## src/rtl/up_axi_master.sv

```systemverilog
// Register-interface to AXI4-Lite master bridge: one outstanding write or read at a time,
// with an optional read queued behind a simultaneous write and a per-state timeout abort.
module up_axi_master #(
    parameter int unsigned TIMEOUT = 1023
) (
    input  logic        up_clk,
    input  logic        up_rst,
    input  logic        up_wreq,
    input  logic [13:0] up_waddr,
    input  logic [31:0] up_wdata,
    output logic        up_wack,
    output logic        up_werr,
    input  logic        up_rreq,
    input  logic [13:0] up_raddr,
    output logic        up_rack,
    output logic [31:0] up_rdata,
    output logic        up_rerr,
    output logic        up_busy,
    output logic        m_axi_awvalid,
    output logic [31:0] m_axi_awaddr,
    output logic [2:0]  m_axi_awprot,
    input  logic        m_axi_awready,
    output logic        m_axi_wvalid,
    output logic [31:0] m_axi_wdata,
    output logic [3:0]  m_axi_wstrb,
    input  logic        m_axi_wready,
    input  logic        m_axi_bvalid,
    input  logic [1:0]  m_axi_bresp,
    output logic        m_axi_bready,
    output logic        m_axi_arvalid,
    output logic [31:0] m_axi_araddr,
    output logic [2:0]  m_axi_arprot,
    input  logic        m_axi_arready,
    input  logic        m_axi_rvalid,
    input  logic [31:0] m_axi_rdata,
    input  logic [1:0]  m_axi_rresp,
    output logic        m_axi_rready
);

    typedef enum logic [2:0] {IDLE, WR_REQ, WR_RESP, RD_REQ, RD_RESP} state_t;

    localparam int unsigned CW = (TIMEOUT > 0) ? $clog2(TIMEOUT + 1) : 1;
    localparam logic [CW-1:0] CNT_MAX  = '1;
    localparam logic [CW-1:0] CNT_LAST = (TIMEOUT > 0) ? CW'(TIMEOUT - 1) : '0;

    state_t        state_q, state_d;
    logic          pend_q, pend_d;
    logic [13:0]   pend_addr_q, pend_addr_d;
    logic [CW-1:0] cnt_q, cnt_d;
    logic          aw_done_q, aw_done_d;
    logic          w_done_q, w_done_d;
    logic          awvalid_q, awvalid_d;
    logic          wvalid_q, wvalid_d;
    logic          bready_q, bready_d;
    logic          arvalid_q, arvalid_d;
    logic          rready_q, rready_d;
    logic [31:0]   awaddr_q, awaddr_d;
    logic [31:0]   wdata_q, wdata_d;
    logic [31:0]   araddr_q, araddr_d;
    logic          wack_q, wack_d;
    logic          werr_q, werr_d;
    logic          rack_q, rack_d;
    logic          rerr_q, rerr_d;
    logic [31:0]   rdata_q, rdata_d;
    logic          busy_q, busy_d;

    logic aw_hs, w_hs, b_hs, ar_hs, r_hs;
    logic aw_ok, w_ok, timeout, abort;

    assign aw_hs   = awvalid_q & m_axi_awready;
    assign w_hs    = wvalid_q & m_axi_wready;
    assign b_hs    = bready_q & m_axi_bvalid;
    assign ar_hs   = arvalid_q & m_axi_arready;
    assign r_hs    = rready_q & m_axi_rvalid;
    assign aw_ok   = aw_done_q | aw_hs;
    assign w_ok    = w_done_q | w_hs;
    // Fires on the edge where the counter would reach TIMEOUT; a completion on that same edge wins.
    assign timeout = (TIMEOUT != 0) && (cnt_q == CNT_LAST);

    always_ff @(posedge up_clk or posedge up_rst) begin
        if (up_rst) begin
            state_q     <= IDLE;
            pend_q      <= 1'b0;
            pend_addr_q <= '0;
            cnt_q       <= '0;
            aw_done_q   <= 1'b0;
            w_done_q    <= 1'b0;
            awvalid_q   <= 1'b0;
            wvalid_q    <= 1'b0;
            bready_q    <= 1'b0;
            arvalid_q   <= 1'b0;
            rready_q    <= 1'b0;
            awaddr_q    <= '0;
            wdata_q     <= '0;
            araddr_q    <= '0;
            wack_q      <= 1'b0;
            werr_q      <= 1'b0;
            rack_q      <= 1'b0;
            rerr_q      <= 1'b0;
            rdata_q     <= '0;
            busy_q      <= 1'b0;
        end else begin
            state_q     <= state_d;
            pend_q      <= pend_d;
            pend_addr_q <= pend_addr_d;
            cnt_q       <= cnt_d;
            aw_done_q   <= aw_done_d;
            w_done_q    <= w_done_d;
            awvalid_q   <= awvalid_d;
            wvalid_q    <= wvalid_d;
            bready_q    <= bready_d;
            arvalid_q   <= arvalid_d;
            rready_q    <= rready_d;
            awaddr_q    <= awaddr_d;
            wdata_q     <= wdata_d;
            araddr_q    <= araddr_d;
            wack_q      <= wack_d;
            werr_q      <= werr_d;
            rack_q      <= rack_d;
            rerr_q      <= rerr_d;
            rdata_q     <= rdata_d;
            busy_q      <= busy_d;
        end
    end

    always_comb begin
        state_d = state_q;
        abort   = 1'b0;
        case (state_q)
            IDLE: begin
                if (up_wreq)      state_d = WR_REQ;
                else if (up_rreq) state_d = RD_REQ;
            end
            WR_REQ: begin
                if (aw_ok && w_ok) state_d = WR_RESP;
                else if (timeout) begin
                    state_d = IDLE;
                    abort   = 1'b1;
                end
            end
            WR_RESP: begin
                if (b_hs) state_d = pend_q ? RD_REQ : IDLE;
                else if (timeout) begin
                    state_d = IDLE;
                    abort   = 1'b1;
                end
            end
            RD_REQ: begin
                if (ar_hs) state_d = RD_RESP;
                else if (timeout) begin
                    state_d = IDLE;
                    abort   = 1'b1;
                end
            end
            RD_RESP: begin
                if (r_hs || timeout) state_d = IDLE;
                abort = !r_hs && timeout;
            end
            default: state_d = IDLE;
        endcase
    end

    always_comb begin
        pend_d      = pend_q;
        pend_addr_d = pend_addr_q;
        aw_done_d   = aw_done_q;
        w_done_d    = w_done_q;
        awvalid_d   = awvalid_q;
        wvalid_d    = wvalid_q;
        bready_d    = bready_q;
        arvalid_d   = arvalid_q;
        rready_d    = rready_q;
        awaddr_d    = awaddr_q;
        wdata_d     = wdata_q;
        araddr_d    = araddr_q;
        rdata_d     = rdata_q;
        wack_d      = 1'b0;
        werr_d      = 1'b0;
        rack_d      = 1'b0;
        rerr_d      = 1'b0;

        if (state_d != state_q)
            cnt_d = '0;
        else if (state_q != IDLE && cnt_q != CNT_MAX)
            cnt_d = cnt_q + 1'b1;
        else
            cnt_d = cnt_q;

        case (state_q)
            IDLE: begin
                if (up_wreq) begin
                    awaddr_d  = {16'b0, up_waddr, 2'b00};
                    wdata_d   = up_wdata;
                    awvalid_d = 1'b1;
                    wvalid_d  = 1'b1;
                    aw_done_d = 1'b0;
                    w_done_d  = 1'b0;
                    if (up_rreq) begin
                        pend_d      = 1'b1;
                        pend_addr_d = up_raddr;
                    end
                end else if (up_rreq) begin
                    araddr_d  = {16'b0, up_raddr, 2'b00};
                    arvalid_d = 1'b1;
                end
            end
            WR_REQ: begin
                if (abort) begin
                    awvalid_d = 1'b0;
                    wvalid_d  = 1'b0;
                    wack_d    = 1'b1;
                    werr_d    = 1'b1;
                    pend_d    = 1'b0;
                end else begin
                    if (aw_hs) begin
                        awvalid_d = 1'b0;
                        aw_done_d = 1'b1;
                    end
                    if (w_hs) begin
                        wvalid_d = 1'b0;
                        w_done_d = 1'b1;
                    end
                    if (aw_ok && w_ok) bready_d = 1'b1;
                end
            end
            WR_RESP: begin
                if (b_hs) begin
                    bready_d = 1'b0;
                    wack_d   = 1'b1;
                    werr_d   = |m_axi_bresp;
                    if (pend_q) begin
                        pend_d    = 1'b0;
                        araddr_d  = {16'b0, pend_addr_q, 2'b00};
                        arvalid_d = 1'b1;
                    end
                end else if (abort) begin
                    bready_d = 1'b0;
                    wack_d   = 1'b1;
                    werr_d   = 1'b1;
                    pend_d   = 1'b0;
                end
            end
            RD_REQ: begin
                if (ar_hs) begin
                    arvalid_d = 1'b0;
                    rready_d  = 1'b1;
                end else if (abort) begin
                    arvalid_d = 1'b0;
                    rack_d    = 1'b1;
                    rerr_d    = 1'b1;
                    rdata_d   = 32'hDEAD_DEAD;
                end
            end
            RD_RESP: begin
                if (r_hs) begin
                    rready_d = 1'b0;
                    rack_d   = 1'b1;
                    rerr_d   = |m_axi_rresp;
                    rdata_d  = m_axi_rdata;
                end else if (abort) begin
                    rready_d = 1'b0;
                    rack_d   = 1'b1;
                    rerr_d   = 1'b1;
                    rdata_d  = 32'hDEAD_DEAD;
                end
            end
            default: ;
        endcase

        busy_d = (state_d != IDLE) || pend_d;
    end

    assign up_wack       = wack_q;
    assign up_werr       = werr_q;
    assign up_rack       = rack_q;
    assign up_rerr       = rerr_q;
    assign up_rdata      = rdata_q;
    assign up_busy       = busy_q;
    assign m_axi_awvalid = awvalid_q;
    assign m_axi_awaddr  = awaddr_q;
    assign m_axi_awprot  = 3'b000;
    assign m_axi_wvalid  = wvalid_q;
    assign m_axi_wdata   = wdata_q;
    assign m_axi_wstrb   = 4'hF;
    assign m_axi_bready  = bready_q;
    assign m_axi_arvalid = arvalid_q;
    assign m_axi_araddr  = araddr_q;
    assign m_axi_arprot  = 3'b000;
    assign m_axi_rready  = rready_q;

endmodule

```

## config.mk

```make
export PLATFORM = sky130hd
export DESIGN_NAME = up_axi_master
export DESIGN_NICKNAME = d
export VERILOG_FILES = /design/src/rtl/up_axi_master.sv
export SDC_FILE = /design/constraint.sdc
export NUM_CORES = 1
export LEC_CHECK = 0
export ABC_CLOCK_PERIOD_IN_PS = 4600
export CAP_MARGIN = 20
export CORE_MARGIN = 1.5
export CORE_UTILIZATION = 39
export DETAILED_ROUTE_END_ITERATION = 8
export MAX_ROUTING_LAYER = met4
export PLACE_DENSITY = 0.83
export SLEW_MARGIN = 20
export SYNTH_ARGS = -nofsm -noshare
export SYNTH_HDL_FRONTEND = slang
export SYNTH_SLANG_ARGS = --single-unit
```

## constraint.sdc

```tcl
create_clock -name up_clk -period 4.6 [get_ports up_clk]
set_clock_uncertainty 0.05 [all_clocks]
set_input_delay 0.92 -clock up_clk [delete_from_list [all_inputs] [get_ports up_clk]]
set_output_delay 0.92 -clock up_clk [all_outputs]
set_load 0.05 [all_outputs]
```

# == Yosys cells after proc, flatten, opt, wreduce, memory -nomap -nowiden ==
# Cells that the tools add are included.
# totals
reg_bits,150
inputBits,105
out_inout_bits,148
elab_cells,147
# classes
n_addsub,1
n_eq_ne,23
n_mux,68
n_bitwise,7
n_reduce_logical,28
# op_table
cell,n
2-to-1 mux 32 bit,7
one-hot mux 32 bit (2 select lines),2
2-to-1 mux 1 bit,35
"inequality test 2 bit, second input constant",11
2-to-1 mux 3 bit,7
2-to-1 mux 10 bit,2
one-hot mux 1 bit (2 select lines),10
"inequality test 3 bit, second input constant",5
one-hot mux 3 bit (5 select lines),1
AND reduction 3 bit,4
AND reduction 4 bit,3
"adder 10 x 1 -> 10 bit, second input constant",1
"== test 10 bit, second input constant",1
"inequality test 10 bit, second input constant",1
nonzero test 2 bit,5
nonzero test 3 bit,3
"== test 3 x 2 -> 1 bit, second input constant",2
one-hot mux 1 bit (3 select lines),2
AND reduction 6 bit,1
AND 1 bit,5
AND reduction 5 bit,1
one-hot mux 1 bit (4 select lines),1
AND reduction 2 bit,2
OR reduction 2 bit,2
9 further kinds,13

# == Depth between registers and ports, before layout ==
# Gate-level depths: netlist of run 1.
# logic_depth
word_depth,9
depth_mapped,8
mapped_depth_nobuf,7

# == Least setup slack after synthesis of run 1 ==
# OpenSTA, ideal clock, no wires.
# synth_path
path_type,input to register
start,input port m_axi_awready
end,register busy_q (netlist: up_busy)
arrival_time_ns,2.081
t_required_ns,4.412
path_slack_ns,2.331
path_stages,5
n_path_buf,0
cell_sequence,a21oi_1 > o21ai_1 > a21oi_1 > or2_1 > or4_1
# synth_between
word_cells_on_any_way,12
cone_classes,mux (7); bitwise (2); reduce/logical (3)
# synth_lines
element,line_no,text
"start, declared",22,"input logic m_axi_awready,"
AND 1 bit,70,assign aw_hs = awvalid_q & m_axi_awready;
bitwise OR 1 bit,75,assign aw_ok = aw_done_q | aw_hs;
logical AND 1 bit,135,if (aw_ok && w_ok) state_d = WR_RESP;
2-to-1 mux 3 bit,135,
one-hot mux 3 bit (5 select lines),129,case (state_q)
named net state_d[0],46,"state_t state_q, state_d;"
nonzero test 3 bit,270,busy_d = (state_d != IDLE) || pend_d;
logical OR 1 bit,270,
named net busy_d,65,"logic busy_q, busy_d;"
"end signal, assigned",122,busy_q <= busy_d;
"end, declared",65,
# The timed path passes the listed nets, and every way through them passes these cells.
# A chain may end at the register's enable or synchronous reset.

# == Final worst setup path of run 1 ==
# layout_path
start,register state_q[0]
end,register busy_q (netlist: up_busy)
# layout_between
word_cells_on_any_way,19
cone_classes,eq/ne (4); mux (12); reduce/logical (3)
# layout_lines
element,line_no,text
"start, declared",46,
"start signal, assigned",103,state_q <= state_d;
"== test 3 bit, or another cell as far along",129,
one-hot mux 3 bit (5 select lines) *,129,
named net state_d[1],46,
nonzero test 3 bit *,270,
logical OR 1 bit *,270,
named net busy_d,65,
# Mark *: on every way through the listed nets, which the timed path passes. The rest lies on a longest branch.

==> impl_metrics.yaml, run 1 <==
place:
  placed_area_um2: 8010
  gp_congestion: 0.876
  dp_cells: 1009
  dp_hpwl_um: 10700
  port_buffers: 206
synthesis:
  yosysSeqAreaShare: 0.554
  synth_seq_cells: 132
  syn-cell-area_um2: 5960
  synth_ff_type: "dfrtp_1"
  syn_area_per_cell_um2: 9.25
  ys_warn_count: 0
  synthCells: 644
  yosysUniqueCellTypes: 52
  synth_edf_count: 0
  synthArstFlopShare: 1.00
power:
  cellLeakagePower_nw: 3.96
  ir_drop_mv: 0.452
  power_density_nw_per_um2: 708
cts:
  h-tree-depth: 4
  clk_pin_slew_ns: 0.06
  cts_tree: "done"
  clock_path_buffers: 2
  post_cts_resized: 0
  cts_sinks: 132
  clockRootBuffer: "clkbuf_16"
  post_cts_buffers: 0
  holdBufCountCts: 0
  clock_latency_ns: 0.41
  cts_buffers: 17
final_layout:
  design_area_um2: 8560
  antennaDiodeCount: 0
  final_common_cell: "nand2_1"
  layout-drive-gt1-share: 0.0828
  nNetsFinal: 951
  fillers: 1267
  areaGrowthSynthToFinish_pct: 43.7
  mostFrequentLayoutCells: "nand2_1 (246), clkdlybuf4s50_1 (206), dfrtp_1 (132), conb_1 (46), nand3_1 (30)"
  finalNonFillerCells: 1041
  utilization: 0.583
routing:
  wirelength_um: 15200
  detail_route.wl_per_cell_um: 14.6
  drc: 0
  vias: 5043
  drtPass1Iterations: 5
  antenna_left: 0
  drt_iter0_drc: 223
  viasPerCell: 4.84
setup_path:
  rr_startpoint: "state_q[0]"
  critPathArrivalTime_ns: 2.96
  r2r_slack_ns: 1.86
  regToRegEndpoint: "up_busy"
  end_kind: "flop"
  path_class: "reg2reg"
  reg2regPathDepth: 6
  critPathLaunchType: "flop"
  cp_max_fo: 30
  cp-startpoint: "state_q[0]"
  required_ns: 4.82
floorplan:
  num_rows: 44
  start_util: 0.405
  die_h_um: 127
  die_w_um: 127
  die_area_um2: 16000
  core_um2: 14700
  io_pins: 253
sta:
  rsz0062_at_grt: "false"
  fin_crit_ns: 2.74
  setup_tns_ns: 0
  max_slew_margin: 0.349
  slew_violations: 0
  tightest_slew_ns: 0.976
  post-route-period-util: 0.595
  max_freq_ghz: 0.365
  hold_violations: 0
  setup_viol: 0
global_routing:
  grt_usage: 0.199
  grt_max_degree: 49
  grt_pass1_vias: 4917
  grt_pass1_wl_um: 24400
  gr-total-overflow: 0
  grt_antenna_before_repair: 0
hold_path:
  hold_start: "m_axi_awaddr[4]"
  whs_path_depth: 2
  worst_hold_path.endpoint: "m_axi_awaddr[4]"
  hold_path_class: "reg2reg"
status:
  status: "finished clean"
job:
  drv_cap: 0
==> state kept, by name, summed over array words and instances (netlist names) <==
signal,cells
m_axi_arvalid,1
m_axi_wdata,32
cnt_q,10
m_axi_wvalid,1
pend_q,1
w_done_q,1
state_q,3
up_werr,1
m_axi_rready,1
pend_addr_q,14
up_busy,1
up_wack,1
m_axi_araddr,14
aw_done_q,1
up_rack,1
up_rdata,32
up_rerr,1
m_axi_bready,1
m_axi_awvalid,1
m_axi_awaddr,14
==> cell type report <==
| type | instances | area [um2] | area share |
|---|---|---|---|
| multi-input cells | 474 | 2330 | 0.272 |
| inverters | 5 | 21.3 | 0.00248 |
| well taps | 184 | 230 | 0.0269 |
| flip-flops and latches | 132 | 3300 | 0.386 |
| repair buffers | 214 | 2120 | 0.248 |
| clock inverters | 11 | 104 | 0.0121 |
| clock buffers | 21 | 450 | 0.0526 |
==> per-layer routing <==
metal	GRT usage	up-vias	wire [um]
met5	-	-	0
met4	0.0690	0	210
met3	0.0590	19	1240
met2	0.316	244	7300
met1	0.243	2365	6420
li1	-	2415	-
==> worst max-delay path: stages (launching register included) <==
cell	delay, ns
dfrtp_1	0.59
or3b_1	0.69
o22ai_2	0.17
buf_4	0.26
a211oi_1	0.27
a31oi_1	0.08
or4_1	0.49
==> where the power goes <==
group	switching, mW	internal (mW)	total [mW]
Combinational	1.97	0.979	2.95
Sequential	0.266	1.58	1.85
Clock	0.502	0.760	1.26
Total	2.74	3.32	6.06
==> Yosys cell counts (all sizes together) (7+ instances only) <==
cell type / number / area (um2)
buf: 58 / 414
mux2: 14 / 158
o21ai: 11 / 58.8
nand2: 246 / 923
xor2: 7 / 61.3
nor2: 29 / 109
dfrtp: 132 / 3300
clkbuf: 19 / 71.3
nand3: 31 / 155
a31oi: 18 / 134
a21oi: 15 / 75.1
==> per-stage QoR <==
stage	hold WS, ns	power [mW]	setup WS [ns]
6_report	0.421	6.06	1.86
5_1_grt	0.436	6.37	1.73
4_1_cts	0.425	6.10	1.89
3_5_place_dp	0.411	4.82	1.59
3_3_place_gp	0.407	4.76	1.64
2_1_floorplan	0.401	3.86	0.104
==> cell families (layout without fill, tap and decap cells) <==
family,after synthesis,in the layout,synth area share
and+or+nand+nor,337,337,0.240
xor gates and xnor gates,9,9,0.0132
DFF,132,132,0.554
muxes,14,14,0.0265
buffers and inverters,82,251,0.0846
adders and majority gates,2,2,0.00420
other,2,46,0.00126
AOI/OAI and AO/OA,66,66,0.0758
==> worst max path at each step <==
stage                        end  slack [ns]  cells after the start
floorplan              aw_done_q        0.10                      1
global placement         up_busy        1.64                      7
detailed placement  up_rdata[14]        1.59                      6
CTS                 m_axi_rready        1.89                      1
global route             up_busy        1.73                      6
finish                   up_busy        1.86                      6
No activity file was read; power rests on OpenSTA's default activity.
==> run 2, diff against run 1 <==
--- a/config.mk
+++ b/config.mk
@@ -5,7 +5,7 @@
 export SDC_FILE = /design/constraint.sdc
 export NUM_CORES = 1
 export LEC_CHECK = 0
-export ABC_CLOCK_PERIOD_IN_PS = 4600
+export ABC_CLOCK_PERIOD_IN_PS = 2260
 export CAP_MARGIN = 20
 export CORE_MARGIN = 1.5
 export CORE_UTILIZATION = 39
==> constraint.sdc (replaced) <==
create_clock -name up_clk -period 2.26 [get_ports up_clk]
set_clock_uncertainty 0.05 [all_clocks]
set_input_delay 0.452 -clock up_clk [delete_from_list [all_inputs] [get_ports up_clk]]
set_output_delay 0.452 -clock up_clk [all_outputs]
set_load 0.05 [all_outputs]
==> impl_metrics.yaml, run 2 (synthesized netlist as in run 1, its figures left out) <==
sta:
  fin_crit_ns: 2.20
  setup_viol: 0
  slew_violations: 0
  fin_ws_ns: 0.0626
  holdWs_ns: 0.421
  max_slew_margin: 0.614
  rsz0062_at_grt: "false"
  max_freq_ghz: 0.455
  tightest_slew_ns: 0.577
  setup_tns_ns: 0
  post-route-period-util: 0.972
  hold_violations: 0
global_routing:
  gr-total-overflow: 0
  grt_pass1_wl_um: 24700
  grt_usage: 0.202
  grtUsageMet3: 0.0531
  grt_pass1_vias: 5106
  grt_use_met2: 0.314
  grt_max_degree: 61
  grt-busiest-layer: "met2"
  grt_antenna_before_repair: 0
  grtUsageMet1: 0.250
setup_path:
  path_delay_family: "buffers and inverters"
  path_buf_inv: 1
  critPathLaunchType: "flop"
  slowest_stage: "clkdlybuf4s50_1"
  critPathArrivalTime_ns: 1.70
  path_cells: "clkdlybuf4s50_1"
  path_class: "reg2out"
  end_kind: "output pin"
  required_ns: 1.76
  crit_path_max_incr_delay_ns: 0.86
  cp_max_fo: 6
cts:
  h-tree-depth: 4
  clock_path_buffers: 2
  cts_tree: "done"
  cts_buffers: 17
  clock_latency_ns: 0.41
  clk_pin_slew_ns: 0.06
  clockRootBuffer: "clkbuf_16"
  cts_sinks: 132
  post_cts_buffers: 0
floorplan:
  io_pins: 253
  die_w_um: 127
  core_um2: 14700
  die_area_um2: 16000
  die_h_um: 127
  num_rows: 44
  start_util: 0.405
routing:
  viasPerCell: 4.78
  vias: 5068
  drtPass1Iterations: 4
  wirelength_um: 15000
  drc: 0
  detail_route.wl_per_cell_um: 14.2
  antenna_left: 0
  drt_iter0_drc: 211
final_layout:
  finalNonFillerCells: 1060
  final_common_cell: "nand2_1"
  antennaDiodeCount: 0
  nNetsFinal: 970
  layout-drive-gt1-share: 0.106
  design_area_um2: 8850
  areaGrowthSynthToFinish_pct: 48.5
  fillers: 1242
  mostFrequentLayoutCells: "nand2_1 (246), clkdlybuf4s50_1 (206), dfrtp_1 (132), conb_1 (46), nand3_1 (31)"
status:
  status: "finished clean"
place:
  dp_hpwl_um: 10800
  placed_area_um2: 8210
  gp_congestion: 0.888
  port_buffers: 206
  dp_cells: 1028
  place_ws_ns: -0.0937
power:
  ir_drop_mv: 1.06
  cellLeakagePower_nw: 4.11
  power_density_nw_per_um2: 1440
hold_path:
  hold_path_class: "reg2reg"
job:
  drv_cap: 0
[run 2: cell count changes in the layout (fill, tap and decap cells not counted), moves of 2 or more]
| cell | previous run | this run |
|---|---|---|
| buf_4 | 8 | 22 |
| buf_12 | 0 | 5 |
| clkbuf_1 | 3 | 0 |
| bufinv_16 | 1 | 3 |
| clkinv_4 | 3 | 1 |
| inv_6 | 2 | 5 |
[run 2: area by class of cell]
| cell class | count | area (um2) | area share |
|---|---|---|---|
| Timing Repair Buffer | 233 | 2330 | 0.263 |
| Multi-Input combinational cell | 474 | 2340 | 0.265 |
| Inverter | 5 | 22.5 | 0.00255 |
| Tap cell | 184 | 230 | 0.0260 |
| Clock buffer | 19 | 453 | 0.0512 |
| Clock inverter | 13 | 168 | 0.0190 |
| Sequential cell | 132 | 3300 | 0.373 |
[run 2: final timing paths]
path | to | slack, ns | depth (start not counted) | start
worst max-delay path | m_axi_bready | 0.06 | 1 | m_axi_bready
worst min-delay path | m_axi_awaddr[6] | 0.42 | 2 | m_axi_awaddr[6]
min in group asynchronous | up_rdata[0] | 0.44 | 3 | up_rst
worst min register to register | m_axi_awaddr[6] | 0.42 | 2 | m_axi_awaddr[6]
worst max register to register | up_busy | 0.08 | 7 | cnt_q[0]
max in group asynchronous | up_rdata[20] | 1.38 | 3 | up_rst
[run 2: repair_timing]
action / in CTS / in global routing
hold buffers: 0 / 0
gates resized for setup: 0 / 3
setup endpoints to repair: 0 / 11
[run 2: metrics by stage]
stage	util	power, mW
3_5_place_dp	0.558	9.96
6_report	0.602	12.8
4_1_cts	0.601	12.9
2_1_floorplan	-	7.87
5_1_grt	0.602	13.5
3_3_place_gp	0.558	9.85
[run 2: report_power, final]
part           total, mW  internal, mW  switching, mW
combinational       6.20          2.14           4.06
sequential          3.72          3.22          0.502
clock               2.86          1.81           1.05
[run 2: per-layer routing]
metal  wire length (um)  part of all wire
met1               6400              0.43
met2               7110              0.47
met3               1150             0.076
met4                378             0.025
met5                  0                 0
==> run 3, diff against run 2 <==
--- a/config.mk
+++ b/config.mk
@@ -10,6 +10,7 @@
 export CORE_MARGIN = 1.5
 export CORE_UTILIZATION = 39
 export DETAILED_ROUTE_END_ITERATION = 8
+export GPL_ROUTABILITY_DRIVEN = 0
 export MAX_ROUTING_LAYER = met4
 export PLACE_DENSITY = 0.83
 export SLEW_MARGIN = 20
==> impl_metrics.yaml, run 3 (synthesized netlist as in run 1, its figures left out) <==
final_layout:
  areaGrowthSynthToFinish_pct: 47.4
  nNetsFinal: 970
  finalNonFillerCells: 1058
  fillers: 1277
  final_common_cell: "nand2_1"
  mostFrequentLayoutCells: "nand2_1 (246), clkdlybuf4s50_1 (206), dfrtp_1 (131), conb_1 (46), nand3_1 (31)"
  antennaDiodeCount: 0
  layout-drive-gt1-share: 0.103
floorplan:
  num_rows: 44
  die_area_um2: 16000
  die_h_um: 127
  io_pins: 253
  die_w_um: 127
  core_um2: 14700
  start_util: 0.405
sta:
  tightest_slew_ns: 0.596
  holdWs_ns: 0.421
  fin_crit_ns: 2.20
  post-route-period-util: 0.975
  rsz0062_at_grt: "false"
  max_freq_ghz: 0.454
  slew_violations: 0
  setup_viol: 0
  max_slew_margin: 0.597
  hold_violations: 0
place:
  dp_cells: 1028
  port_buffers: 206
  dp_hpwl_um: 10800
global_routing:
  grt_max_degree: 105
  grt_usage: 0.206
  grt_pass1_wl_um: 25200
  gr-total-overflow: 0
  grt_antenna_before_repair: 0
  grt_pass1_vias: 5132
setup_path:
  critPathArrivalTime_ns: 1.70
  end_kind: "output pin"
  path_buf_inv: 1
  cp-startpoint: "m_axi_bready"
  slowest_stage: "clkdlybuf4s50_1"
  critPathLaunchType: "flop"
  rr_startpoint: "cnt_q[0]"
  path_class: "reg2out"
  path_cells: "clkdlybuf4s50_1"
  required_ns: 1.76
  cp_max_fo: 6
  crit_path_max_incr_delay_ns: 0.86
  path_delay_family: "buffers and inverters"
routing:
  detail_route.wl_per_cell_um: 14.8
  wirelength_um: 15600
  drc: 0
  viasPerCell: 4.90
  drtPass1Iterations: 5
  drt_iter0_drc: 267
  vias: 5183
  antenna_left: 0
cts:
  clock_latency_ns: 0.41
  cts_buffers: 17
  clock_path_buffers: 2
  clk_pin_slew_ns: 0.06
  h-tree-depth: 4
  clockRootBuffer: "clkbuf_16"
  cts_sinks: 132
  cts_tree: "done"
  holdBufCountCts: 0
hold_path:
  hold_start: "m_axi_wdata[6]"
  hold_path_class: "reg2reg"
job:
  drv_cap: 0
power:
  power_density_nw_per_um2: 1440
  ir_drop_mv: 1.03
  cellLeakagePower_nw: 4.07
status:
  status: "finished clean"
## run 3: cell count changes in the layout (fill, tap and decap cells not counted)
| cell | previous run | this run |
|---|---|---|
| clkinv_2 | 2 | 3 |
| clkinvlp_4 | 3 | 4 |
| clkbuf_1 | 0 | 2 |
| inv_6 | 5 | 0 |
| buf_12 | 5 | 4 |
| dfrtp_2 | 0 | 1 |
| dfrtp_1 | 132 | 131 |
| bufinv_16 | 3 | 2 |
| buf_4 | 22 | 23 |
## run 3: stage by stage
stage                     setup slack [ns]  area (um2)   util  power (mW)  setup TNS, ns
after CTS                           0.0351        8760  0.596        12.7              0
after detailed placement           -0.0540        8200  0.558        9.98         -0.187
after global placement             -0.0143        8200  0.558        9.85        -0.0143
final                               0.0567        8780  0.597        12.6              0
after global routing               0.00306        8780  0.597        13.3              0
after floorplan                      0.121        6130      -        7.87              0
## run 3: cell type report
class                           instances  area [um2]  area share
Inverter                                5        22.5     0.00256
Clock buffer                           21         460      0.0524
Clock inverter                          9         106      0.0121
Tap cell                              184         230      0.0262
Multi-Input combinational cell        474        2340       0.267
Timing Repair Buffer                  233        2310       0.264
Sequential cell                       132        3300       0.376
## run 3: worst paths after layout
kind                       slack, ns  depth (start not counted)              to
setup / recovery                0.06                          1    m_axi_bready
hold / removal                  0.42                          2  m_axi_wdata[6]
setup reg to reg                0.10                          7         up_busy
hold reg to reg                 0.42                          2  m_axi_wdata[6]
max in group asynchronous       1.19                          3        cnt_q[0]
min in group asynchronous       0.47                          3     up_rdata[7]
## run 3: metal layers
layer	global-route usage	vias up	wire, um
met3	0.0548	17	1150
li1	-	2448	-
met4	0.0656	0	273
met1	0.261	2470	6690
met2	0.323	248	7530
met5	-	-	0
## run 3: worst reg2reg max path: cells and delay by family, from the launching register on
| family | cells | cell delay, ns |
|---|---|---|
| AO/OA/AOI/OAI | 2 | 0.30 |
| adder cells (fa/ha/maj) | 1 | 0.14 |
| buffers and inverters | 1 | 0.07 |
| flip-flops | 1 | 0.44 |
| AND/OR/NAND/NOR | 3 | 1.01 |
## run 3: timing repair
action / 4_1_cts / 5_1_grt
setup endpoints to repair: 0 / 8
buffers inserted: 0 / 0
resized for setup: 0 / 4
## run 3: power breakdown
group	switching [mW]	total, mW	internal, mW
logic	4.08	6.22	2.14
registers	0.528	3.75	3.22
clock network	0.985	2.65	1.66
